## config.mk

```make
export PLATFORM = sky130hd
export DESIGN_NAME = decode_issue_stage
export DESIGN_NICKNAME = d
export VERILOG_FILES = /design/src/rtl/decode_issue_stage_pkg.sv /design/src/rtl/decode_issue_stage_reg_file_bypass.sv /design/src/rtl/decode_issue_stage.sv
export SDC_FILE = /design/constraint.sdc
export NUM_CORES = 1
export LEC_CHECK = 0
export ABC_AREA = 1
export CAP_MARGIN = 25
export CORE_MARGIN = 2
export CORE_UTILIZATION = 35
export DETAILED_ROUTE_END_ITERATION = 8
export GPL_ROUTABILITY_DRIVEN = 1
export PLACE_DENSITY_LB_ADDON = 0.12
export SLEW_MARGIN = 20
export SYNTH_ARGS = -nofsm -noshare
export SYNTH_HDL_FRONTEND = slang
export SYNTH_SLANG_ARGS = --single-unit
```

## constraint.sdc

```tcl
create_clock -name clk -period 1.82 [get_ports clk]
set_clock_uncertainty 0.15 [all_clocks]
set_input_delay 0.364 -clock clk [delete_from_list [all_inputs] [get_ports clk]]
set_output_delay 0.364 -clock clk [all_outputs]
set_load 0.05 [all_outputs]
```

## src/rtl/decode_issue_stage_pkg.sv

```systemverilog
// Shared definitions for the decode/issue stage.
//   - opcode values of the 16-bit RISC ISA
//   - FSM state encoding (S_DECODE = 0, S_IMM = 1)
//   - decoded control bundle and the helpers that build it from an opcode
// Field layout (baseline OPC_W=5, RA_W=3): opc=inst[15:11], rd=inst[10:8],
// rs1=inst[7:5], rs2=inst[4:2]. Wider/narrower parameters shift the fields
// down from the opcode; the offsets are derived in the top module.
package decode_issue_stage_pkg;

  localparam int unsigned OPC_NOP    = 0;
  localparam int unsigned OPC_ALU_LO = 1;
  localparam int unsigned OPC_ALU_HI = 15;
  localparam int unsigned OPC_LDM    = 16;
  localparam int unsigned OPC_IADD   = 17;
  localparam int unsigned OPC_LDD    = 18;
  localparam int unsigned OPC_STD    = 19;

  typedef enum logic {
    S_DECODE = 1'b0,
    S_IMM    = 1'b1
  } state_e;

  typedef struct packed {
    logic alu_to_reg;
    logic reg_write;
    logic mem_read;
    logic mem_write;
    logic two_word;
    logic uses_rs1;
    logic uses_rs2;
  } ctrl_t;

  function automatic logic is_alu(input int unsigned opc);
    return (opc >= OPC_ALU_LO) && (opc <= OPC_ALU_HI);
  endfunction

  function automatic logic is_two_word(input int unsigned opc);
    return (opc >= OPC_LDM) && (opc <= OPC_STD);
  endfunction

  function automatic logic uses_rs1(input int unsigned opc);
    return is_alu(opc) || (opc == OPC_IADD) || (opc == OPC_LDD) || (opc == OPC_STD);
  endfunction

  function automatic logic uses_rs2(input int unsigned opc);
    return is_alu(opc) || (opc == OPC_STD);
  endfunction

  // Unlisted opcodes fall through with every bit clear, i.e. they issue as NOP.
  function automatic ctrl_t decode(input int unsigned opc);
    ctrl_t c;
    c          = '0;
    c.two_word = is_two_word(opc);
    c.uses_rs1 = uses_rs1(opc);
    c.uses_rs2 = uses_rs2(opc);
    if (is_alu(opc)) begin
      c.alu_to_reg = 1'b1;
      c.reg_write  = 1'b1;
    end else begin
      case (opc)
        OPC_LDM, OPC_IADD: begin
          c.alu_to_reg = 1'b1;
          c.reg_write  = 1'b1;
        end
        OPC_LDD: begin
          c.mem_read  = 1'b1;
          c.reg_write = 1'b1;
        end
        OPC_STD: c.mem_write = 1'b1;
        default: ;
      endcase
    end
    return c;
  endfunction

endpackage

```

## src/rtl/decode_issue_stage_reg_file_bypass.sv

```systemverilog
// reg_file_bypass: N_REGS x DATA_W register file, two read ports, one write
// port, with write-through: a read of the address being written this cycle
// returns the incoming write data.
// Ports:
//   clk, rst           clock, asynchronous active-low reset (clears all regs)
//   we, waddr, wdata   write port, committed on the rising edge
//   raddr1, rdata1     read port 1 (combinational)
//   raddr2, rdata2     read port 2 (combinational)
module reg_file_bypass #(
  parameter int DATA_W = 16,
  parameter int N_REGS = 8,
  parameter int RA_W   = $clog2(N_REGS)
) (
  input  logic              clk,
  input  logic              rst,
  input  logic              we,
  input  logic [RA_W-1:0]   waddr,
  input  logic [DATA_W-1:0] wdata,
  input  logic [RA_W-1:0]   raddr1,
  output logic [DATA_W-1:0] rdata1,
  input  logic [RA_W-1:0]   raddr2,
  output logic [DATA_W-1:0] rdata2
);

  logic [DATA_W-1:0] regs [N_REGS];

  always_ff @(posedge clk or negedge rst) begin
    if (!rst) begin
      for (int i = 0; i < N_REGS; i++) regs[i] <= '0;
    end else if (we) begin
      regs[waddr] <= wdata;
    end
  end

  assign rdata1 = (we && (waddr == raddr1)) ? wdata : regs[raddr1];
  assign rdata2 = (we && (waddr == raddr2)) ? wdata : regs[raddr2];

endmodule

```

## src/rtl/decode_issue_stage.sv

```systemverilog
// decode_issue_stage: ID stage of the 16-bit RISC pipeline. Decodes one- and
// two-word instructions, reads operands from an internal bypassed register
// file, stalls on load-use hazards and issues a registered ID/EX bundle.
// Ports:
//   clk, rst                   clock, asynchronous active-low reset
//   if_valid, if_inst          fetch word (instruction, or immediate in S_IMM)
//   id_ready                   stage takes if_inst this cycle (combinational)
//   flush                      kill in-flight decode (taken branch)
//   wb_we, wb_addr, wb_data    register-file write port from write-back
//   ex_*                       registered ID/EX bundle
//   dbg_state                  current FSM state (0 = S_DECODE, 1 = S_IMM)
//
// Handshake: a fetch word is consumed on a rising edge exactly when
// if_valid && id_ready. id_ready depends only on state, the current EX bundle,
// if_inst and flush, never on if_valid; fetch must hold if_inst while
// if_valid && !id_ready.
module decode_issue_stage
  import decode_issue_stage_pkg::*;
#(
  parameter  int DATA_W = 16,
  parameter  int INST_W = 16,
  parameter  int N_REGS = 8,
  parameter  int OPC_W  = 5,
  localparam int RA_W   = $clog2(N_REGS)
) (
  input  logic              clk,
  input  logic              rst,
  input  logic              if_valid,
  input  logic [INST_W-1:0] if_inst,
  output logic              id_ready,
  input  logic              flush,
  input  logic              wb_we,
  input  logic [RA_W-1:0]   wb_addr,
  input  logic [DATA_W-1:0] wb_data,
  output logic              ex_valid,
  output logic [OPC_W-1:0]  ex_alu_op,
  output logic              ex_alu_to_reg,
  output logic              ex_reg_write,
  output logic              ex_mem_read,
  output logic              ex_mem_write,
  output logic              ex_uses_imm,
  output logic [RA_W-1:0]   ex_rd,
  output logic [RA_W-1:0]   ex_rs1,
  output logic [RA_W-1:0]   ex_rs2,
  output logic [DATA_W-1:0] ex_rdata1,
  output logic [DATA_W-1:0] ex_rdata2,
  output logic [DATA_W-1:0] ex_imm,
  output logic              dbg_state
);

  // Register fields sit directly below the opcode.
  localparam int RD_LSB  = INST_W - OPC_W - RA_W;
  localparam int RS1_LSB = RD_LSB - RA_W;
  localparam int RS2_LSB = RS1_LSB - RA_W;

  state_e state;

  logic [OPC_W-1:0]  f_opc;
  logic [RA_W-1:0]   f_rd, f_rs1, f_rs2;
  ctrl_t             dec;
  logic              hazard, accept;
  logic [DATA_W-1:0] imm_sext;
  logic [RA_W-1:0]   raddr1, raddr2;
  logic [DATA_W-1:0] rdata1, rdata2;

  // First word of a two-word op, held while waiting for its immediate.
  logic [OPC_W-1:0]  l_opc;
  logic [RA_W-1:0]   l_rd, l_rs1, l_rs2;
  logic              l_alu_to_reg, l_reg_write, l_mem_read, l_mem_write;

  assign f_opc = if_inst[INST_W-1 -: OPC_W];
  assign f_rd  = if_inst[RD_LSB  +: RA_W];
  assign f_rs1 = if_inst[RS1_LSB +: RA_W];
  assign f_rs2 = if_inst[RS2_LSB +: RA_W];
  assign dec   = decode(32'(f_opc));

  assign imm_sext = DATA_W'($signed(if_inst));

  // Load-use: the load now in EX has not produced its data yet. Only a word
  // decoded in S_DECODE is an instruction; in S_IMM it is an immediate.
  assign hazard = (state == S_DECODE) && ex_valid && ex_mem_read &&
                  ((dec.uses_rs1 && (ex_rd == f_rs1)) ||
                   (dec.uses_rs2 && (ex_rd == f_rs2)));

  // Under flush the word is swallowed rather than back-pressured.
  assign id_ready  = !hazard || flush;
  assign accept    = if_valid && id_ready;
  assign dbg_state = (state == S_IMM);

  // Two-word ops read their operands at issue time, from the latched fields.
  assign raddr1 = (state == S_IMM) ? l_rs1 : f_rs1;
  assign raddr2 = (state == S_IMM) ? l_rs2 : f_rs2;

  reg_file_bypass #(
    .DATA_W (DATA_W),
    .N_REGS (N_REGS),
    .RA_W   (RA_W)
  ) u_reg_file (
    .clk    (clk),
    .rst    (rst),
    .we     (wb_we),
    .waddr  (wb_addr),
    .wdata  (wb_data),
    .raddr1 (raddr1),
    .rdata1 (rdata1),
    .raddr2 (raddr2),
    .rdata2 (rdata2)
  );

  // FSM, latched first word and ID/EX register. Fields other than ex_valid
  // hold their value on a bubble.
  always_ff @(posedge clk or negedge rst) begin
    if (!rst) begin
      state         <= S_DECODE;
      l_opc         <= '0;
      l_rd          <= '0;
      l_rs1         <= '0;
      l_rs2         <= '0;
      l_alu_to_reg  <= 1'b0;
      l_reg_write   <= 1'b0;
      l_mem_read    <= 1'b0;
      l_mem_write   <= 1'b0;
      ex_valid      <= 1'b0;
      ex_alu_op     <= '0;
      ex_alu_to_reg <= 1'b0;
      ex_reg_write  <= 1'b0;
      ex_mem_read   <= 1'b0;
      ex_mem_write  <= 1'b0;
      ex_uses_imm   <= 1'b0;
      ex_rd         <= '0;
      ex_rs1        <= '0;
      ex_rs2        <= '0;
      ex_rdata1     <= '0;
      ex_rdata2     <= '0;
      ex_imm        <= '0;
    end else if (flush) begin
      ex_valid <= 1'b0;
      state    <= S_DECODE;
    end else begin
      case (state)
        S_DECODE: begin
          if (accept && dec.two_word) begin
            l_opc        <= f_opc;
            l_rd         <= f_rd;
            l_rs1        <= f_rs1;
            l_rs2        <= f_rs2;
            l_alu_to_reg <= dec.alu_to_reg;
            l_reg_write  <= dec.reg_write;
            l_mem_read   <= dec.mem_read;
            l_mem_write  <= dec.mem_write;
            ex_valid     <= 1'b0;
            state        <= S_IMM;
          end else if (accept) begin
            ex_valid      <= 1'b1;
            ex_alu_op     <= f_opc;
            ex_alu_to_reg <= dec.alu_to_reg;
            ex_reg_write  <= dec.reg_write;
            ex_mem_read   <= dec.mem_read;
            ex_mem_write  <= dec.mem_write;
            ex_uses_imm   <= 1'b0;
            ex_rd         <= f_rd;
            ex_rs1        <= f_rs1;
            ex_rs2        <= f_rs2;
            ex_rdata1     <= rdata1;
            ex_rdata2     <= rdata2;
            ex_imm        <= '0;
          end else begin
            ex_valid <= 1'b0;
          end
        end
        S_IMM: begin
          if (accept) begin
            ex_valid      <= 1'b1;
            ex_alu_op     <= l_opc;
            ex_alu_to_reg <= l_alu_to_reg;
            ex_reg_write  <= l_reg_write;
            ex_mem_read   <= l_mem_read;
            ex_mem_write  <= l_mem_write;
            ex_uses_imm   <= 1'b1;
            ex_rd         <= l_rd;
            ex_rs1        <= l_rs1;
            ex_rs2        <= l_rs2;
            ex_rdata1     <= rdata1;
            ex_rdata2     <= rdata2;
            ex_imm        <= imm_sext;
            state         <= S_DECODE;
          end else begin
            ex_valid <= 1'b0;
          end
        end
        default: state <= S_DECODE;
      endcase
    end
  end

endmodule

```

==> flow_summary.ini <==
[worst_setup_path]
reg2reg_from = ex_rd[0]
reg2reg_setup_slack_ps = -400
rr_endpoint = l_opc[0]
critPathTopFamily = simple AND/OR/NAND/NOR gates
crit_chain = nand2_2, nand2_1, nor2_2, nand3_2, nand2_4, nand2_8, buf_6, buf_12
path_buf_inv = 2
path_class = flip-flop to output port
worstPathRequired_ps = 1310
slowest_stage = dfrtp_2
slowest_delay_ps = 450
crit_path_start_kind = flip-flop
ff2ff_path_depth = 15
cp_num_cells = 8
cp.arrival_ps = 1850
worstSetupEndpointType = output port
critPathMaxFanout = 4

[logic_synthesis]
ys_async_sr_fraction_pct = 100
synth-seq-cells = 215
synth_top_flop_cell = dfrtp_1
syn-num-nets = 1654
yosysTopAreaCellShare_pct = 46.9
ys_types = 25
yosysSeqAreaShare_pct = 46.9
synth_top_cell_by_area = dfrtp_1
avgSynthCellArea_um2 = 7.11
synth-warning-count = 0
ys_top_cells_by_area = dfrtp_1 47%, nand2_1 20%, nand3_1 12%
syn_area_mm2 = 0.0115
synth_edf_count = 0
synthCells = 1614

[global_routing]
grt_pass1_vias = 11323
grt.overflow.total = 0
grt_max_degree = 46
track_usage_pct = 26.1
grt_first_pass_wirelength_um = 68200
antenna_found_initial = 0

[clocking]
cts_buffer_depth = 3
cts_root_buffer = clkbuf_16
clkSlewWorstSetupHoldPaths_ps = 60
cts_max_level = 1
cts_tree = done
clock_sink_count = 215
cts_buffers = 27
clock_latency_ps = 540

[placed_design]
port_buffers = 109
gp_congestion = 0.836
placed_cells = 2183
hpwlAfterDp_um = 26500
placed_area_mm2 = 0.0138

[sta]
finalCritPeriodShare_pct = 130
slew_viol_final = 0
setup_viol = 89
worst_slew_pin_slew_ps = 441
max_slew_margin_pct = 70.6
finalHoldViolations = 0
rsz0062_at_grt = true
finalCriticalPeriod_ps = 2360
fmax_ghz = 0.424
fin_tns_setup_ps = -28640
finalWorstSetupSlack_ps = -540

[cells_and_area]
regMostFlops = u_reg_file.regs
fillers = 3141
fin_nets = 1888
largest_reg_flops = 128
fin_area_mm2 = 0.0168
drive_gt1_share_pct = 25.1
stdcell_count = 2311
final_cell_mix = 553 x nand2_1, 228 x nand3_1, 209 x dfrtp_1, 174 x inv_1, 145 x buf_4
areaGrowthSynthToFinish_pct = 46.2
final_common_cell = nand2_1
antenna_cells = 0

[detailed_routing]
drtPass1Iterations = 7
first_iter_violations = 1108
wl_per_cell_um = 19.0
wl_um = 43800
drc_errors = 0
viasPerCell = 5.02
dr_total_vias = 11603
ant_nets = 0

[hold_path]
holdCritStartpoint = if_inst[2]
holdPathEnd = ex_imm[2]
min_path_type = input pin to flip-flop
hold_depth = 3

[pwr]
peakVddDrop_mv = 0.775
power.density_mw_per_mm2 = 981
p_leak_uw = 0.00866
p_total_uw = 16500

[floorplan]
initial_core_util_pct = 35.4
die_h_um = 185
die_w_um = 185
core-area_mm2 = 0.0324
num_io_pins = 110
std_cell_rows = 66
dieArea_mm2 = 0.0342

[outcome]
violations = setup timing
status = complete, but fails checks

[run]
maxCapViolations = 0
[kinds of logic (layout without fill, tap and decap cells)]
group	after synthesis	after routing	synth area share, %
DFF	215	215	46.9
and+or+nand+nor	930	934	34.2
xor gates and xnor gates	3	3	0.229
AOI/OAI and AO/OA	192	192	8.47
buffers and inverters	274	525	10.2
[layer usage]
metal | share of wire, % | track usage, % | up-vias | wire length [um]
met5 | 0 | 0 | - | 0
met4 | 2.3 | 6.10 | 0 | 1000
met3 | 6.0 | 3.99 | 87 | 2640
met2 | 46 | 43.0 | 372 | 20100
met1 | 46 | 36.1 | 5567 | 20100
li1 | - | - | 5577 | -
[stage by stage]
stage	util, %	hold WS, ps	setup WS, ps
6_report	51.8	54.1	-540
5_1_grt	51.8	67.0	-609
4_1_cts	51.0	119	-532
3_5_place_dp	42.7	167	-930
3_3_place_gp	42.7	170	-842
2_1_floorplan	-	-81.6	-17.7
[area by class of cell]
type                            count  area (um2)  area share (%)
Clock buffer                       42         822            4.90
Clock inverter                      8        97.6           0.582
Inverter                          183         728            4.34
Multi-Input combinational cell   1129        5640            33.6
Sequential cell                   215        5390            32.1
Tap cell                          442         553            3.30
Timing Repair Buffer              290        3510            20.9
Timing Repair inverter              2        27.5           0.164
[cells in the mapped netlist, types with 6 or more instances]
master and n:
clkbuf_1 39, buf_2 28, a21oi_1 10, o21ai_0 177, dfrtp_1 215, nand3_1 265, nand2_4 6, nand2_2 11
nor2_1 22, inv_1 178, nand2_1 619, buf_4 16
[how the worst max path moves through the flow]
stage	startpoint	endpoint	slack, ps
2_1_floorplan	dbg_state	ex_rdata1[10]	-20
3_3_place_gp	if_inst[14]	ex_rdata2[9]	-840
3_5_place_dp	if_inst[14]	ex_rdata2[9]	-930
4_1_cts	ex_rd[1]	id_ready	-530
5_1_grt	ex_rd[0]	id_ready	-610
6_report	ex_rd[0]	id_ready	-540
[power breakdown]
part,switching (uW),internal [uW],total [uW]
clock,2130,3370,5500
combinational,3080,1800,4880
sequential,471,5610,6080
[tightest hold or removal path, cell delays in order]
cell and delay (ps):
dlymetal6s2s_1 170, inv_2 110, o21ai_2 60
[what timing repair did]
| action | 4_1_cts | 5_1_grt |
|---|---|---|
| cloned | 26 | 0 |
| endpoints found under the hold margin | 215 | 0 |
| gates resized for setup | 243 | 52 |
| setup endpoints to repair | 90 | 91 |
| buffers inserted | 46 | 10 |
| pin swaps | 39 | 20 |
| hold buffers | 1 | 0 |
Power figures use the tool's default switching activity.
